<file path="src/rtl/xbar_out_sched_if.sv">
// Bundle between the per-input selector stage, the scheduler and the crossbar:
// requests, beat activity, output readiness, and the scheduler's registered decisions.
interface xbar_out_sched_if #(
    parameter int NUM_PORTS = 4,
    parameter int PORT_W    = 2
);
    logic [NUM_PORTS-1:0]        req_valid;
    logic [NUM_PORTS*PORT_W-1:0] req_dest;
    logic [NUM_PORTS-1:0]        beat_valid;
    logic [NUM_PORTS-1:0]        beat_last;
    logic [NUM_PORTS-1:0]        out_ready;
    logic [NUM_PORTS-1:0]        grant;
    logic [NUM_PORTS*PORT_W-1:0] out_sel;
    logic [NUM_PORTS-1:0]        out_busy;
    logic [NUM_PORTS-1:0]        timeout_pulse;

    modport master (
        output req_valid, req_dest, beat_valid, beat_last, out_ready,
        input  grant, out_sel, out_busy, timeout_pulse
    );

    modport slave (
        input  req_valid, req_dest, beat_valid, beat_last, out_ready,
        output grant, out_sel, out_busy, timeout_pulse
    );
endinterface

</file>
<file path="src/rtl/xbar_out_sched.sv">
// Per-output round-robin packet scheduler for the NUM_PORTS x NUM_PORTS crossbar.
// Optional stall watchdog (idle counters, timeout_pulse) enabled by XBAR_SCHED_TIMEOUT_EN.
module xbar_out_sched #(
    parameter int NUM_PORTS = 4,
    parameter int PORT_W    = 2,
    parameter int MAX_IDLE  = 64
) (
    input logic           clk,
    input logic           rst,
    xbar_out_sched_if.slave bus
);

    generate
        if (NUM_PORTS != 2**PORT_W || MAX_IDLE < 2 || MAX_IDLE > 65535) begin : g_bad_param
            $error("xbar_out_sched: illegal NUM_PORTS/PORT_W/MAX_IDLE combination");
        end
    endgenerate

    typedef enum logic {
        IDLE = 1'b0,
        BUSY = 1'b1
    } state_t;

    state_t               state_q [NUM_PORTS];
    state_t               state_d [NUM_PORTS];
    logic [PORT_W-1:0]    ptr_q   [NUM_PORTS];
    logic [PORT_W-1:0]    ptr_d   [NUM_PORTS];
    // The owner register doubles as the out_sel register: both hold their value in IDLE.
    logic [PORT_W-1:0]    owner_q [NUM_PORTS];
    logic [PORT_W-1:0]    owner_d [NUM_PORTS];
    logic [NUM_PORTS-1:0] grant_q, grant_d;
    logic [NUM_PORTS-1:0] busy_q, busy_d;
    logic [NUM_PORTS-1:0] done;

    logic [NUM_PORTS-1:0] cand  [NUM_PORTS];
    logic [NUM_PORTS-1:0] found;
    logic [PORT_W-1:0]    win   [NUM_PORTS];

`ifdef XBAR_SCHED_TIMEOUT_EN
    localparam logic [15:0] IDLE_LAST = 16'(MAX_IDLE - 1);

    logic [15:0]          idle_q [NUM_PORTS];
    logic [15:0]          idle_d [NUM_PORTS];
    logic [NUM_PORTS-1:0] tpulse_q, tpulse_d;
`endif

    // cand[j][i]: input i is an ungranted head-of-packet aimed at output j.
    always_comb begin : candidates
        for (int j = 0; j < NUM_PORTS; j++) begin
            for (int i = 0; i < NUM_PORTS; i++) begin
                cand[j][i] = bus.req_valid[i]
                           && (bus.req_dest[i*PORT_W +: PORT_W] == PORT_W'(j))
                           && !grant_q[i];
            end
        end
    end

    always_comb begin : arbitrate
        for (int j = 0; j < NUM_PORTS; j++) begin
            found[j] = 1'b0;
            win[j]   = '0;
            for (int k = 0; k < NUM_PORTS; k++) begin
                if (!found[j] && cand[j][PORT_W'(ptr_q[j] + PORT_W'(k))]) begin
                    found[j] = 1'b1;
                    win[j]   = PORT_W'(ptr_q[j] + PORT_W'(k));
                end
            end
        end
    end

    always_comb begin : fsm_next
        // NOTE: every variable gets a default before any branch, so no latch can be inferred.
        grant_d = grant_q;
        busy_d  = busy_q;
        done    = '0;
`ifdef XBAR_SCHED_TIMEOUT_EN
        tpulse_d = '0;
`endif
        for (int j = 0; j < NUM_PORTS; j++) begin
            state_d[j] = state_q[j];
            ptr_d[j]   = ptr_q[j];
            owner_d[j] = owner_q[j];
`ifdef XBAR_SCHED_TIMEOUT_EN
            idle_d[j]  = idle_q[j];
`endif
        end

        for (int j = 0; j < NUM_PORTS; j++) begin
            if (state_q[j] == IDLE) begin
                if (bus.out_ready[j] && found[j]) begin
                    state_d[j]      = BUSY;
                    owner_d[j]      = win[j];
                    grant_d[win[j]] = 1'b1;
                    busy_d[j]       = 1'b1;
`ifdef XBAR_SCHED_TIMEOUT_EN
                    idle_d[j]       = '0;
`endif
                end
            end else begin
                done[j] = bus.beat_valid[owner_q[j]] && bus.beat_last[owner_q[j]];
`ifdef XBAR_SCHED_TIMEOUT_EN
                // A coinciding last beat takes priority over the watchdog.
                if (!done[j]) begin
                    if (bus.beat_valid[owner_q[j]]) begin
                        idle_d[j] = '0;
                    end else if (bus.out_ready[j]) begin
                        if (idle_q[j] == IDLE_LAST) begin
                            done[j]     = 1'b1;
                            tpulse_d[j] = 1'b1;
                        end else begin
                            idle_d[j] = idle_q[j] + 16'd1;
                        end
                    end
                end
`endif
                if (done[j]) begin
                    state_d[j]          = IDLE;
                    grant_d[owner_q[j]] = 1'b0;
                    busy_d[j]           = 1'b0;
                    ptr_d[j]            = owner_q[j] + 1'b1;
                end
            end
        end
    end

    // NOTE: sequential state uses non-blocking assignments only.
    always_ff @(posedge clk) begin
        if (rst) begin
            grant_q <= '0;
            busy_q  <= '0;
            for (int j = 0; j < NUM_PORTS; j++) begin
                state_q[j] <= IDLE;
                ptr_q[j]   <= '0;
                owner_q[j] <= '0;
            end
        end else begin
            grant_q <= grant_d;
            busy_q  <= busy_d;
            for (int j = 0; j < NUM_PORTS; j++) begin
                state_q[j] <= state_d[j];
                ptr_q[j]   <= ptr_d[j];
                owner_q[j] <= owner_d[j];
            end
        end
    end

`ifdef XBAR_SCHED_TIMEOUT_EN
    always_ff @(posedge clk) begin
        if (rst) begin
            tpulse_q <= '0;
            for (int j = 0; j < NUM_PORTS; j++) begin
                idle_q[j] <= '0;
            end
        end else begin
            tpulse_q <= tpulse_d;
            for (int j = 0; j < NUM_PORTS; j++) begin
                idle_q[j] <= idle_d[j];
            end
        end
    end

    assign bus.timeout_pulse = tpulse_q;
`else
    assign bus.timeout_pulse = '0;
`endif

    logic [NUM_PORTS*PORT_W-1:0] sel_flat;

    always_comb begin : pack_sel
        sel_flat = '0;
        for (int j = 0; j < NUM_PORTS; j++) begin
            sel_flat[j*PORT_W +: PORT_W] = owner_q[j];
        end
    end

    assign bus.grant    = grant_q;
    assign bus.out_busy = busy_q;
    assign bus.out_sel  = sel_flat;

endmodule

</file>
<file path="src/flat_wrapper.sv">
// flat-port wrapper written by rule: the top's interface ports become plain ports
module xbar_out_sched_flat 
#(
    parameter int NUM_PORTS = 4,
    parameter int PORT_W    = 2,
    parameter int MAX_IDLE  = 64
)
  (clk, rst, bus_req_valid, bus_req_dest, bus_beat_valid, bus_beat_last, bus_out_ready, bus_grant, bus_out_sel, bus_out_busy, bus_timeout_pulse);
  xbar_out_sched_if #(.NUM_PORTS(NUM_PORTS), .PORT_W(PORT_W)) bus_i ();
  input logic clk;
  input logic rst;
  input wire logic [$bits(bus_i.req_valid)-1:0] bus_req_valid;
  input wire logic [$bits(bus_i.req_dest)-1:0] bus_req_dest;
  input wire logic [$bits(bus_i.beat_valid)-1:0] bus_beat_valid;
  input wire logic [$bits(bus_i.beat_last)-1:0] bus_beat_last;
  input wire logic [$bits(bus_i.out_ready)-1:0] bus_out_ready;
  output wire logic [$bits(bus_i.grant)-1:0] bus_grant;
  output wire logic [$bits(bus_i.out_sel)-1:0] bus_out_sel;
  output wire logic [$bits(bus_i.out_busy)-1:0] bus_out_busy;
  output wire logic [$bits(bus_i.timeout_pulse)-1:0] bus_timeout_pulse;
  assign bus_i.req_valid = bus_req_valid;
  assign bus_i.req_dest = bus_req_dest;
  assign bus_i.beat_valid = bus_beat_valid;
  assign bus_i.beat_last = bus_beat_last;
  assign bus_i.out_ready = bus_out_ready;
  assign bus_grant = bus_i.grant;
  assign bus_out_sel = bus_i.out_sel;
  assign bus_out_busy = bus_i.out_busy;
  assign bus_timeout_pulse = bus_i.timeout_pulse;
  xbar_out_sched #(.NUM_PORTS(NUM_PORTS), .PORT_W(PORT_W), .MAX_IDLE(MAX_IDLE)) u_core (.clk(clk), .rst(rst), .bus(bus_i));
endmodule
</file>
<file path="config.mk">
export PLATFORM = sky130hd
export DESIGN_NAME = xbar_out_sched_flat
export DESIGN_NICKNAME = d
export VERILOG_FILES = /design/src/rtl/xbar_out_sched_if.sv /design/src/rtl/xbar_out_sched.sv /design/src/flat_wrapper.sv
export SDC_FILE = /design/constraint.sdc
export NUM_CORES = 1
export LEC_CHECK = 0
export CAP_MARGIN = 20
export CORE_MARGIN = 1
export CORE_UTILIZATION = 55
export DETAILED_ROUTE_END_ITERATION = 8
export GPL_TIMING_DRIVEN = 0
export PLACE_DENSITY_LB_ADDON = 0.25
export SYNTH_ARGS = -nofsm -noshare
export SYNTH_HDL_FRONTEND = slang
export SYNTH_SLANG_ARGS = --single-unit
</file>
<file path="constraint.sdc">
create_clock -name clk -period 3.2 [get_ports clk]
set_clock_uncertainty 0.1 [all_clocks]
set_input_delay 0.32 -clock clk [delete_from_list [all_inputs] [get_ports clk]]
set_output_delay 0.32 -clock clk [all_outputs]
set_load 0.005 [all_outputs]
</file>
==> metrics.txt <==
status completed; Yosys warning total 0; routed len/inst 16.14 um; Port Buffers 41; final wirelength 5424 um; num rows 22; DRC Markers 0; antenna-violating nets left 0; Critical Path Max Stage Delay 0.74 ns; CP Capture Point u_core.bus.grant[0]; via/cell ratio 6.015; Critical Path Source bus_req_dest[7]; Peak VDD IR 0.2146 mV; Die Ht 64.45 um; arrival time at the worst endpoint 2.68 ns; Worst path top cell family by delay compound AO/OA/AOI/OAI gates; number of flops mapped to enable cells by yosys 0; critical path's slowest cell nor4b_1; sequential fraction of the synthesis area 26.14%; grt ovf 0; Starting Density 58.14%; Max-slew headroom 46.49%; Hold WS 0.3660 ns; Clock Tree Root clkbuf_8; CTS max path bufs 2; Seq cells post-synth 28; Sequential cell area 560.5 um2; Critical path buffers and inverters 1; Sink Count 28; startpoint types primary input; Detailed Place HPWL 4200 um; H-tree levels 1; fillcell total 303; CTS tree built; Clk Latency, worst-skew pair 0.29 ns; Non-Filler Instances 336; worst-path maximum fanout 5; PwrDens 333.3 nW/um2; Synth cell types 59; fin crit share 81.18%; first-pass GRT wire length 9197 um; Total GRT Usage 28.69%; endpoints failing hold 0; CTS Hold Bufs 0; dpl cell area 2626 um2; Reg clk slew, reported paths 0.10 ns; I/O Pins 46; Final Cell Area 2681 um2; chip width 64.45 um; antenna violations before repair 0; placed insts 332; Nets 331; Critical R2R Launch u_core.bus.grant[3]; R2R Path End u_core.bus.grant[0]; fmax 385.0 MHz; Slew @ Worst Pin 0.7915 ns; RSZ-0062 raised after global routing no; share of layout cells above drive strength 1 11.46%; Multi-input gate area 1451 um2; Req. time, crit path 3.28 ns; most common cell after layout, fill and taps aside clkdlybuf4s50_1; gpl congestion 0.8250; Core Area 3689 um2; Mapped Avg Cell Area 8.936 um2; ys flop type dfxtp_1; Iteration-0 DRC Markers 130; largest net degree at the start of global routing 16; r2r worst-path depth 6; via count 2,021; R2R setup slack 0.75 ns; P&R area growth vs syn 25.03%; setup repair bufs after CTS 0; die footprint 4153 um2; minimum clock period 2.598 ns; CP Cell Sequence clkdlybuf4s50_1 > nor4b_1 > o221a_1 > o21ai_0 > a31o_2 > a222oi_1 > o21ai_1; number of global-route vias before repair 1,996; asr flop ratio synth 0%; ant diodes 0; Setup crit end kind register; Cells after Synth 240; CP Depth 7; cts bufs inserted 3; setup_tns 0 ns; most frequent cells in the layout 41 x clkdlybuf4s50_1, 28 x dfxtp_1, 23 x nor2_1; Pleak 1.010 nW; # setup viols final 0; post-CTS sizing 0; Pre-antenna DRT Iters 4; worst min path class register to register; Final Slew Violations 0; area of the mapped netlist 2145 um2; crit path kind primary input to register; max cap viols 0
[state kept, by name (all words and copies together) (netlist names)]
register / cells
u_core.bus.grant: 4
u_core.ptr_q: 8
u_core.owner_q: 8
u_core.state_q: 4
u_core.bus.out_busy: 4
[power breakdown]
group          switching (W)  internal [W]
registers          0.0000283      0.000372
logic               0.000122      0.000144
clock network       0.000117      0.000111
total               0.000268      0.000626
[cell usage after synthesis, types with 5 or more instances]
library cell / n / area (um2)
mux2i_1: 9 / 90.09
a21oi_1: 14 / 70.07
a211oi_1: 7 / 52.55
dfxtp_1: 28 / 560.5
nor2_1: 23 / 86.33
inv_1: 17 / 63.81
nand2_1: 19 / 71.32
o21ai_0: 6 / 30.03
nor2b_1: 5 / 31.28
ha_1: 16 / 200.2
[worst register-to-register path, cell delays in order (launching register included)]
cell      delay (ns)
dfxtp_1         0.40
nor4b_1         0.69
o221a_1         0.33
o21ai_0         0.14
a31o_2          0.26
a222oi_1        0.34
o21ai_1         0.10
[kinds of logic after synthesis]
group,synth area share (%)
simple gates,25.67
mux,8.402
other cells,0.1749
fa+ha+maj,9.335
buf+inv,6.710
flops,26.14
compound gates,23.57
[area by class of cell]
type,count,area share [%]
inverter,17,2.380
buffer,10,2.986
sequential,28,20.91
timing repair buffer,41,15.31
tap,48,2.240
clock buffer,4,2.053
multi-input combinational,188,54.13
[layer usage]
metal | part of all wire, % | global-route usage [%] | vias up
li1 | - | - | 993
met1 | 46 | 36.92 | 944
met2 | 47 | 48.42 | 73
met3 | 5.3 | 4.049 | 11
met4 | 1.9 | 10.83 | 0
met5 | 0 | 0 | -
[stage by stage]
step / util [%] / total power, W / setup slack [ns]
finish: 72.69 / 0.0008936 / 0.6024
global route: 72.69 / 0.0009353 / 0.3875
CTS: 72.69 / 0.0008927 / 0.5770
detailed placement: 71.20 / 0.0006694 / 0.2735
global placement: 71.20 / 0.0006641 / 0.3389
floorplan: - / 0.0005569 / 1.107
[how the worst min path moves through the flow]
stage	start	endpoint	slack (ns)	depth (start not counted)
2_1_floorplan	u_core.state_q[2]	u_core.state_q[2]	0.34	2
3_3_place_gp	u_core.state_q[2]	u_core.state_q[2]	0.34	2
3_5_place_dp	u_core.bus.out_busy[1]	u_core.bus.out_busy[1]	0.35	2
4_1_cts	u_core.bus.out_busy[1]	u_core.bus.out_busy[1]	0.37	2
5_1_grt	u_core.bus.out_busy[1]	u_core.bus.out_busy[1]	0.39	2
6_report	u_core.bus.out_busy[1]	u_core.bus.out_busy[1]	0.37	2
Power figures use the tool's default switching activity.
